File: src/rtl/uart_arb_pkg.sv
// Shared types and sizing helpers for the UART transmit arbiter.
// Also used by the optional UART_TX_ARB_LOCK_EN build.
package uart_arb_pkg;

    typedef enum logic [1:0] {
        IDLE      = 2'd0,
        LOAD      = 2'd1,
        WAIT_BUSY = 2'd2,
        WAIT_DONE = 2'd3
    } arb_state_e;

    localparam int NUM_REQ_DFLT = 4;
    localparam int GNT_W        = $clog2(NUM_REQ_DFLT);

    // Width of a counter that must hold 0 .. max_count-1.
    function automatic int cnt_width(input int max_count);
        return (max_count <= 2) ? 1 : $clog2(max_count);
    endfunction

endpackage

File: src/rtl/uart_tx_arbiter_if.sv
// Requester/sender signal bundle for uart_tx_arbiter.
// UART_TX_ARB_LOCK_EN adds the per-requester req_lock input.
interface uart_tx_arbiter_if #(
    parameter int NUM_REQ = 4
);
    localparam int GNT_W = $clog2(NUM_REQ);

    logic [NUM_REQ-1:0]   req;
    logic [8*NUM_REQ-1:0] req_data;
    logic [NUM_REQ-1:0]   ack;
    logic [NUM_REQ-1:0]   done;
    logic                 tx_status;
    logic                 tx_en;
    logic [7:0]           tx_data;
    logic                 busy;
    logic [GNT_W-1:0]     grant_id;
    logic                 timeout_err;
    logic                 err_clr;

`ifdef UART_TX_ARB_LOCK_EN
    logic [NUM_REQ-1:0]   req_lock;

    modport master (
        output req, req_data, tx_status, err_clr, req_lock,
        input  ack, done, tx_en, tx_data, busy, grant_id, timeout_err
    );
    modport slave (
        input  req, req_data, tx_status, err_clr, req_lock,
        output ack, done, tx_en, tx_data, busy, grant_id, timeout_err
    );
`else
    modport master (
        output req, req_data, tx_status, err_clr,
        input  ack, done, tx_en, tx_data, busy, grant_id, timeout_err
    );
    modport slave (
        input  req, req_data, tx_status, err_clr,
        output ack, done, tx_en, tx_data, busy, grant_id, timeout_err
    );
`endif

endinterface

File: src/rtl/uart_tx_arbiter_rr_pick.sv
// Combinational round-robin selector: first set request after last_id,
// wrapping modulo NUM_REQ.
module rr_pick #(
    parameter int NUM_REQ = 4
) (
    input  logic [NUM_REQ-1:0]         req,
    input  logic [$clog2(NUM_REQ)-1:0] last_id,
    output logic [$clog2(NUM_REQ)-1:0] winner,
    output logic                       valid
);
    localparam int GW = $clog2(NUM_REQ);

    logic [GW-1:0] idx;

    always_comb begin
        winner = '0;
        valid  = 1'b0;
        idx    = '0;
        for (int i = 1; i <= NUM_REQ; i++) begin
            idx = GW'((int'(last_id) + i) % NUM_REQ);
            if (!valid && req[idx]) begin
                valid  = 1'b1;
                winner = idx;
            end
        end
    end

endmodule

File: src/rtl/uart_tx_arbiter.sv
// Round-robin sharing of one UART sender among NUM_REQ byte requesters.
// UART_TX_ARB_LOCK_EN keeps a locked owner granted across a multi-byte packet.
//
// state     | meaning
// IDLE      | waiting for a request while the synced sender status is idle
// LOAD      | byte latched, tx_en held high for TX_EN_CYCLES
// WAIT_BUSY | waiting for the sender to go busy, bounded by BUSY_TIMEOUT
// WAIT_DONE | sender busy, waiting for it to return to idle
module uart_tx_arbiter
    import uart_arb_pkg::*;
#(
    parameter int NUM_REQ      = NUM_REQ_DFLT,
    parameter int TX_EN_CYCLES = 4,
    parameter int BUSY_TIMEOUT = 1024,
    parameter int SYNC_STAGES  = 2
) (
    input  logic             clk,
    input  logic             reset,
    uart_tx_arbiter_if.slave bus
);
    localparam int GW = $clog2(NUM_REQ);
    localparam int CW = cnt_width((TX_EN_CYCLES > BUSY_TIMEOUT) ? TX_EN_CYCLES : BUSY_TIMEOUT);

    arb_state_e           state_q, state_d;
    logic [SYNC_STAGES-1:0] sync_q, sync_d;
    logic [CW-1:0]        cnt_q, cnt_d;
    logic [GW-1:0]        grant_id_q, grant_id_d;
    logic [7:0]           tx_data_q, tx_data_d;
    logic                 tx_en_q, tx_en_d;
    logic                 busy_q, busy_d;
    logic                 timeout_err_q, timeout_err_d;
    logic [NUM_REQ-1:0]   ack_q, ack_d;
    logic [NUM_REQ-1:0]   done_q, done_d;
    logic                 to_set;
    logic                 st;
    logic [NUM_REQ-1:0]   req_eff;
    logic [GW-1:0]        winner;
    logic                 win_vld;

    assign st     = sync_q[SYNC_STAGES-1];
    assign sync_d = {sync_q[SYNC_STAGES-2:0], bus.tx_status};

`ifdef UART_TX_ARB_LOCK_EN
    logic lock_q, lock_d;
    // While locked, only the owner may win the next grant.
    assign req_eff = lock_q ? (bus.req & (NUM_REQ'(1) << grant_id_q)) : bus.req;
`else
    assign req_eff = bus.req;
`endif

    rr_pick #(.NUM_REQ(NUM_REQ)) u_pick (
        .req     (req_eff),
        .last_id (grant_id_q),
        .winner  (winner),
        .valid   (win_vld)
    );

    always_comb begin
        state_d    = state_q;
        cnt_d      = cnt_q;
        grant_id_d = grant_id_q;
        tx_data_d  = tx_data_q;
        tx_en_d    = tx_en_q;
        ack_d      = '0;
        done_d     = '0;
        to_set     = 1'b0;
`ifdef UART_TX_ARB_LOCK_EN
        lock_d     = lock_q;
`endif
        case (state_q)
            IDLE: begin
                if (win_vld && st) begin
                    state_d        = LOAD;
                    grant_id_d     = winner;
                    tx_data_d      = bus.req_data[8*winner +: 8];
                    ack_d[winner]  = 1'b1;
                    tx_en_d        = 1'b1;
                    cnt_d          = CW'(TX_EN_CYCLES - 1);
                end
            end
            LOAD: begin
                if (cnt_q == '0) begin
                    tx_en_d = 1'b0;
                    state_d = WAIT_BUSY;
                    cnt_d   = CW'(BUSY_TIMEOUT - 1);
                end else begin
                    cnt_d = cnt_q - 1'b1;
                end
            end
            WAIT_BUSY: begin
                if (!st) begin
                    state_d = WAIT_DONE;
                end else if (cnt_q == '0) begin
                    state_d = IDLE;
                    to_set  = 1'b1;
`ifdef UART_TX_ARB_LOCK_EN
                    lock_d  = 1'b0;
`endif
                end else begin
                    cnt_d = cnt_q - 1'b1;
                end
            end
            WAIT_DONE: begin
                if (st) begin
                    state_d            = IDLE;
                    done_d[grant_id_q] = 1'b1;
`ifdef UART_TX_ARB_LOCK_EN
                    lock_d             = bus.req_lock[grant_id_q];
`endif
                end
            end
            default: state_d = IDLE;
        endcase

        // A timeout in the same cycle as err_clr must leave the flag set.
        timeout_err_d = to_set ? 1'b1 : (bus.err_clr ? 1'b0 : timeout_err_q);
        busy_d        = (state_d != IDLE);
    end

    always_ff @(posedge clk or posedge reset) begin
        if (reset) begin
            state_q       <= IDLE;
            sync_q        <= '1;
            cnt_q         <= '0;
            grant_id_q    <= GW'(NUM_REQ - 1);
            tx_data_q     <= '0;
            tx_en_q       <= 1'b0;
            busy_q        <= 1'b0;
            timeout_err_q <= 1'b0;
            ack_q         <= '0;
            done_q        <= '0;
`ifdef UART_TX_ARB_LOCK_EN
            lock_q        <= 1'b0;
`endif
        end else begin
            state_q       <= state_d;
            sync_q        <= sync_d;
            cnt_q         <= cnt_d;
            grant_id_q    <= grant_id_d;
            tx_data_q     <= tx_data_d;
            tx_en_q       <= tx_en_d;
            busy_q        <= busy_d;
            timeout_err_q <= timeout_err_d;
            ack_q         <= ack_d;
            done_q        <= done_d;
`ifdef UART_TX_ARB_LOCK_EN
            lock_q        <= lock_d;
`endif
        end
    end

    assign bus.ack         = ack_q;
    assign bus.done        = done_q;
    assign bus.tx_en       = tx_en_q;
    assign bus.tx_data     = tx_data_q;
    assign bus.busy        = busy_q;
    assign bus.grant_id    = grant_id_q;
    assign bus.timeout_err = timeout_err_q;

endmodule

File: src/flat_wrapper.sv
// flat-port wrapper written by rule: the top's interface ports become plain ports
module uart_tx_arbiter_flat import uart_arb_pkg::*;
#(
    parameter int NUM_REQ      = NUM_REQ_DFLT,
    parameter int TX_EN_CYCLES = 4,
    parameter int BUSY_TIMEOUT = 1024,
    parameter int SYNC_STAGES  = 2
)
  (clk, reset, bus_req, bus_req_data, bus_tx_status, bus_err_clr, bus_ack, bus_done, bus_tx_en, bus_tx_data, bus_busy, bus_grant_id, bus_timeout_err);
  uart_tx_arbiter_if #(.NUM_REQ(NUM_REQ)) bus_i ();
  input  logic clk;
  input  logic reset;
  input wire logic [$bits(bus_i.req)-1:0] bus_req;
  input wire logic [$bits(bus_i.req_data)-1:0] bus_req_data;
  input wire logic [$bits(bus_i.tx_status)-1:0] bus_tx_status;
  input wire logic [$bits(bus_i.err_clr)-1:0] bus_err_clr;
  output wire logic [$bits(bus_i.ack)-1:0] bus_ack;
  output wire logic [$bits(bus_i.done)-1:0] bus_done;
  output wire logic [$bits(bus_i.tx_en)-1:0] bus_tx_en;
  output wire logic [$bits(bus_i.tx_data)-1:0] bus_tx_data;
  output wire logic [$bits(bus_i.busy)-1:0] bus_busy;
  output wire logic [$bits(bus_i.grant_id)-1:0] bus_grant_id;
  output wire logic [$bits(bus_i.timeout_err)-1:0] bus_timeout_err;
  assign bus_i.req = bus_req;
  assign bus_i.req_data = bus_req_data;
  assign bus_i.tx_status = bus_tx_status;
  assign bus_i.err_clr = bus_err_clr;
  assign bus_ack = bus_i.ack;
  assign bus_done = bus_i.done;
  assign bus_tx_en = bus_i.tx_en;
  assign bus_tx_data = bus_i.tx_data;
  assign bus_busy = bus_i.busy;
  assign bus_grant_id = bus_i.grant_id;
  assign bus_timeout_err = bus_i.timeout_err;
  uart_tx_arbiter #(.NUM_REQ(NUM_REQ), .TX_EN_CYCLES(TX_EN_CYCLES), .BUSY_TIMEOUT(BUSY_TIMEOUT), .SYNC_STAGES(SYNC_STAGES)) u_core (.clk(clk), .reset(reset), .bus(bus_i));
endmodule
File: config.mk
export PLATFORM = sky130hd
export DESIGN_NAME = uart_tx_arbiter_flat
export DESIGN_NICKNAME = d
export VERILOG_FILES = /design/src/rtl/uart_arb_pkg.sv /design/src/rtl/uart_tx_arbiter_if.sv /design/src/rtl/uart_tx_arbiter_rr_pick.sv /design/src/rtl/uart_tx_arbiter.sv /design/src/flat_wrapper.sv
export SDC_FILE = /design/constraint.sdc
export NUM_CORES = 1
export LEC_CHECK = 0
export ABC_AREA = 0
export CORE_UTILIZATION = 42
export DETAILED_ROUTE_END_ITERATION = 8
export PLACE_DENSITY = 0.84
export SLEW_MARGIN = 10
export SYNTH_ARGS = -nofsm -noshare
export SYNTH_HDL_FRONTEND = slang
export SYNTH_HIERARCHICAL = 1
export SYNTH_SLANG_ARGS = --single-unit
File: constraint.sdc
create_clock -name clk -period 2.1 [get_ports clk]
set_input_delay 0.315 -clock clk [delete_from_list [all_inputs] [get_ports clk]]
set_output_delay 0.315 -clock clk [all_outputs]
set_load 0.02 [all_outputs]
==> flow_summary.yaml, run 1 <==
worst_hold_path:
  worstHoldPathCells: 0
  hp-start: "u_core/sync_q[0]"
  holdPathEnd: "u_core/sync_q[1]"
  hold_class: "reg -> reg"
clocking:
  clock_sinks: 35
  htreeDepth: 2
  hold_buffers: 0
  cts_max_path_buffers: 2
  clk_latency_ns: 0.29
  root_buffer: "clkbuf_8"
  clkTransAtPathRegs_ns: 0.07
  cts_tree: "done"
  cts_buffers: 5
setup_path:
  cp-start-kind: "flop"
  cp_max_fo: 7
  critPathCaptureType: "flop"
  worstReg2RegEnd: "u_core/bus.busy"
  critPathRequiredTime_ns: 2.27
  critical_path.slowest_cell: "dfrtp_1"
  slowest_delay_ns: 0.47
  arrival_ns: 2.16
  crit_top_cell: "inv_1"
  crit_type: "reg -> reg"
  r2r_cells: 7
  path_cells: "inv_1 > ha_1 > inv_1 > and2_2 > a21o_1 > a311o_2 > or2_1"
  r2r_slack_ns: 0.12
  crit-reg2reg-launch: "u_core/state_q[1]"
sta:
  max_freq_mhz: 505
  fin_crit_sh_pct: 94.4
  timing_hold_violations_final: 0
  worst_clock_skew_ns: 0.00373
  rsz0062_at_grt: "false"
  timing.final.crit_period_ns: 1.98
  drv_slew: 0
  slew_headroom_pct: 70.1
  setup_tns_ns: 0
  setup-violations-final: 0
  fin_hold_ws_ns: 0.360
  tightest_slew_ns: 0.449
placement:
  finalWeightedCongestion: 0.883
  portBuffers: 60
  placed_area_um2: 2720
  post-dp-hpwl_mm: 3.60
die:
  coreArea_um2: 4380
  fp.dieW_um: 70.0
  start_util_pct: 44.3
  pin_count: 61
  die_area_um2: 4900
  die_h_um: 70.0
  row_count: 24
yosys:
  yosys_warnings: 6
  netlist_area_um2: 1940
  synth_seq_cells: 35
  yosysUniqueCellTypes: 46
  synth_async_sr_flop_share_pct: 100
  syn-num-nets: 244
  synth_top_area_share_pct: 39.9
  synth_edf_count: 0
  ys.flop_type: "dfrtp_1"
  yosys.cell_count.top_type: "nand2_1"
  syn-mean-instance-area_um2: 9.86
  synth_cells: 197
  ys_top_cells_by_count: "nand2_1 (41), dfrtp_1 (31), nor2_1 (14)"
  yosys-top-cells-area: "dfrtp_1 (40%), mux4_2 (9.3%), nand2_1 (7.9%)"
  seq_area_frac_synth_pct: 45.4
  yosysTopAreaCell: "dfrtp_1"
status:
  status: "finished, final reports clean"
layout:
  fill_cells: 341
  antenna_cells: 0
  final_cell_area_um2: 2850
  drive_gt1_share_pct: 17.0
  multi_input_area_um2: 1010
  nets: 322
  finish.utilization_pct: 64.9
  synthToLayoutAreaGrowth_pct: 46.6
  regArea_um2: 881
detailed_routing:
  routed_wl_mm: 4.94
  drc: 0
  first_iter_violations: 114
  drt_pass1_iterations: 4
  post_drt_wl_per_cell_um: 15.0
  ant_nets: 0
  vias_per_cell: 5.52
  vias: 1811
run:
  maxCapViolCount: 0
pwr:
  seq_power_share_pct: 29.2
  internal-power_mw: 2.32
  power_density_nw_per_um2: 1360
  pwr-share-clk_pct: 16.4
  ir_worst_vdd_v: 0.000905
  p_switching_mw: 1.53
  swShare_pct: 39.8
  p_comb_share_pct: 54.4
  power.leakage_nw: 1.30
grt:
  grt_usage_pct: 20.5
  grt_max_degree: 36
  grt_first_pass_wirelength_mm: 7.93
  grt_pass1_vias: 1727
  grt_overflow_total: 0
  antenna_found_initial: 0
## cell families after synthesis
logic type	Yosys count	share of synthesized area, %
AND/OR/NAND/NOR	84	20.0
AO/OA/AOI/OAI	47	16.9
flip-flops	35	45.4
buffers and inverters	15	3.41
multiplexers	9	9.79
adder cells (fa/ha/maj)	7	4.51
## registers in the layout, summed over array words and instances (netlist names)
| signal | flops |
|---|---|
| u_core/bus.ack | 4 |
| u_core/bus.busy | 1 |
| u_core/bus.done | 4 |
| u_core/bus.grant_id | 2 |
| u_core/bus.timeout_err | 1 |
| u_core/bus.tx_data | 8 |
| u_core/bus.tx_en | 1 |
| u_core/cnt_q | 10 |
| u_core/state_q | 2 |
| u_core/sync_q | 2 |
## through the flow
stage / total power [mW] / instances / worst slack (ns)
2_1_floorplan: 2.42 / 197 / 0.0647
3_3_place_gp: 3.12 / 320 / -0.0149
3_5_place_dp: 3.19 / 320 / -0.0636
4_1_cts: 3.83 / 328 / 0.100
5_1_grt: 4.12 / 328 / 0.0267
6_report: 3.86 / 328 / 0.118
## cells in the final DEF, fill, tap and decap left out, types with 3 or more instances in the layout
cell / n
clkdlybuf4s50_1: 60
buf_4: 16
o21ai_0: 10
nor2_1: 14
ha_1: 7
nand3_1: 4
dfstp_2: 4
nand2b_1: 4
dfrtp_1: 31
clkbuf_8: 6
a31oi_1: 3
inv_1: 9
a21oi_1: 12
nor3_1: 7
nand2_1: 41
o22a_1: 5
mux4_2: 8
## per-layer routing
metal | share of wire (%) | global-route usage, % | up-vias
met1 | 43 | 26.3 | 887
met4 | 0.85 | 8.89 | 0
met5 | 0 | 0 | -
met3 | 5.2 | 3.03 | 6
li1 | - | - | 859
met2 | 51 | 34.3 | 59
## power groups by stage
stage,Clock [mW],Combinational [mW],Sequential (mW)
floorplan,0,1.17,1.25
global placement,0,2.00,1.12
detailed placement,0,2.05,1.13
CTS,0.646,2.07,1.12
global route,0.668,2.30,1.15
finish,0.633,2.10,1.13
## how the worst max path moves through the flow
stage,cells past startpoint,endpoint,slack [ns],startpoint
2_1_floorplan,7,u_core/bus.tx_data[0],0.06,u_core/bus.grant_id[1]
3_3_place_gp,8,u_core/bus.tx_data[5],-0.01,bus_req[2]
3_5_place_dp,8,u_core/bus.tx_data[0],-0.06,bus_req[2]
4_1_cts,7,u_core/bus.busy,0.10,u_core/cnt_q[0]
5_1_grt,7,u_core/bus.tx_data[7],0.03,u_core/bus.grant_id[1]
6_report,7,u_core/bus.busy,0.12,u_core/state_q[1]
## worst max-delay path: cells and delay by family, from the launching register on
kind | cells | cell delay (ns)
buffers and inverters | 2 | 0.23
AOI/OAI and AO/OA | 2 | 0.48
and+or+nand+nor | 2 | 0.43
adders and majority gates | 1 | 0.27
DFF | 1 | 0.47
## what timing repair did
item | in CTS | in global routing
resized for setup | 0 | 3
endpoints found under the hold margin | 0 | 0
setup endpoints to repair | 0 | 2
setup buffers | 0 | 0
## cell type report
cell class,instances,area share (%)
Sequential cell,35,30.9
Clock inverter,2,1.23
Timing Repair Buffer,77,26.0
Inverter,9,1.19
Tap cell,52,2.29
Multi-Input combinational cell,147,35.4
Clock buffer,6,2.90
No activity file was read; power rests on OpenSTA's default activity.
==> run 2: changes to the inputs <==
- CORE_MARGIN: unset -> 1.5
- GPL_ROUTABILITY_DRIVEN: unset -> 0
- SKIP_CTS_REPAIR_TIMING: unset -> 1
==> run 2 against run 1 <==
Via count down 0.88%. First-iteration DRC count grew 24%. Total power decreased by 3.6%. Clock power decreased by 25%. Combinational power hardly changed.
==> flow_summary.yaml, run 2 (synthesis gave the netlist of run 1 again) <==
status:
  status: "finished, final reports clean"
worst_hold_path:
  hp-start: "u_core/sync_q[0]"
  hold_class: "reg -> reg"
pwr:
  seq_power_share_pct: 30.3
  power.leakage_nw: 1.28
  power_density_nw_per_um2: 1330
  ir_worst_vdd_v: 0.000783
  p_switching_mw: 1.54
  internal-power_mw: 2.18
  p_total_mw: 3.72
  pwr-share-clk_pct: 12.8
  p_comb_share_pct: 56.8
  swShare_pct: 41.5
layout:
  largest_register_ffs: 10
  synthToLayoutAreaGrowth_pct: 44.3
  regArea_um2: 881
  multi_input_area_um2: 996
  antenna_cells: 0
  stdcell_count: 327
  final_cell_area_um2: 2800
  nets: 321
  final_common_cell: "clkdlybuf4s50_1"
  layout_common_cells: "clkdlybuf4s50_1 (60), nand2_1 (41), dfrtp_1 (31), nor2_1 (14), buf_4 (14)"
  drive_gt1_share_pct: 16.0
  regMostFlops: "u_core/cnt_q"
  fill_cells: 370
die:
  start_util_pct: 44.0
  fp.dieW_um: 71.0
  pin_count: 61
  die_area_um2: 5040
  coreArea_um2: 4410
  die_h_um: 71.0
  row_count: 24
setup_path:
  cp-start-kind: "flop"
  r2r_slack_ns: 0.09
  cp_max_fo: 10
  path_cells: "nand2b_1 > a21oi_2 > o221ai_2 > buf_12 > mux4_2 > nand2_1 > nand2_1"
  arrival_ns: 2.19
  crit_top_cell: "nand2_1"
  critPathCaptureType: "flop"
  critPathLaunch: "u_core/bus.grant_id[1]"
  crit_path_end: "u_core/bus.tx_data[1]"
  worstReg2RegEnd: "u_core/bus.tx_data[1]"
  crit_type: "reg -> reg"
  r2r_cells: 7
  crit-reg2reg-launch: "u_core/bus.grant_id[1]"
  critPathRequiredTime_ns: 2.29
  slowest_delay_ns: 0.63
  critical_path.slowest_cell: "dfstp_2"
sta:
  timing.final.ws_setup_ns: 0.0940
  timing.final.crit_period_ns: 2.01
  drv_slew: 0
  tightest_slew_ns: 0.448
  timing_hold_violations_final: 0
  slew_headroom_pct: 70.1
  worst_clock_skew_ns: 0.00641
  fin_crit_sh_pct: 95.5
  rsz0062_at_grt: "false"
  setup-violations-final: 0
  max_freq_mhz: 498
grt:
  grt_max_degree: 36
  antenna_found_initial: 0
  grt_first_pass_wirelength_mm: 8.12
  grt_usage_pct: 20.6
  grt_overflow_total: 0
  grt_pass1_vias: 1719
clocking:
  clkTransAtPathRegs_ns: 0.07
  root_buffer: "clkbuf_8"
  clk_latency_ns: 0.30
  cts_buffers: 5
  cts_tree: "done"
  clock_sinks: 35
  cts_max_path_buffers: 2
  htreeDepth: 2
run:
  maxCapViolCount: 0
detailed_routing:
  first_iter_violations: 141
  drc: 0
  ant_nets: 0
  drt_pass1_iterations: 4
  routed_wl_mm: 4.99
  met3_length_um: 179
  post_drt_wl_per_cell_um: 15.3
  met2_length_mm: 2.56
  vias_per_cell: 5.49
  vias: 1795
  met1_length_mm: 2.09
  maxUsedRoutingLayer: "met4"
placement:
  dp.cells: 319
  placed_area_um2: 2720
  pre_cts_ws_ns: -0.131
  post-dp-hpwl_mm: 3.73
  portBuffers: 60
-- run 2: how the worst min path moves through the flow --
stage,slack (ns),endpoint,depth (start not counted)
2_1_floorplan,0.32,u_core/sync_q[0],0
3_3_place_gp,0.35,u_core/sync_q[1],0
5_1_grt,0.37,u_core/sync_q[1],0
3_5_place_dp,0.35,u_core/sync_q[1],0
6_report,0.36,u_core/sync_q[1],0
4_1_cts,0.36,u_core/sync_q[1],0
-- run 2: routing by layer --
layer	vias to the layer above	global-route usage, %
li1	858	-
met4	0	8.60
met1	865	26.1
met5	-	0
met3	18	4.84
met2	54	34.1
-- run 2: critical path: cells and delay by family (launching register included) --
family	cells	cell delay, ns
buffers and inverters	1	0.18
AOI/OAI and AO/OA	2	0.29
DFF	1	0.63
and+or+nand+nor	3	0.29
muxes	1	0.49
-- run 2: area by class of cell --
type / instances / area share, %
clock buffers: 7 / 2.72
clock inverters: 1 / 0.179
inverters: 9 / 1.21
multi-input cells: 147 / 35.5
flip-flops and latches: 35 / 31.4
well taps: 52 / 2.32
repair buffers: 76 / 26.6
-- run 2: per-stage QoR --
step	util (%)	TNS [ns]	hold slack, ns
after global placement	61.6	-0.202	0.348
final	63.5	0	0.363
after global routing	63.5	0	0.368
after floorplan	-	0	0.319
after detailed placement	61.6	-0.930	0.354
after CTS	63.5	0	0.364
-- run 2: power groups by stage --
| stage | combinational (mW) | clock (mW) | sequential, mW |
|---|---|---|---|
| floorplan | 1.17 | 0 | 1.25 |
| global placement | 2.03 | 0 | 1.12 |
| detailed placement | 2.09 | 0 | 1.13 |
| CTS | 2.10 | 0.486 | 1.12 |
| global route | 2.30 | 0.523 | 1.16 |
| finish | 2.11 | 0.477 | 1.13 |
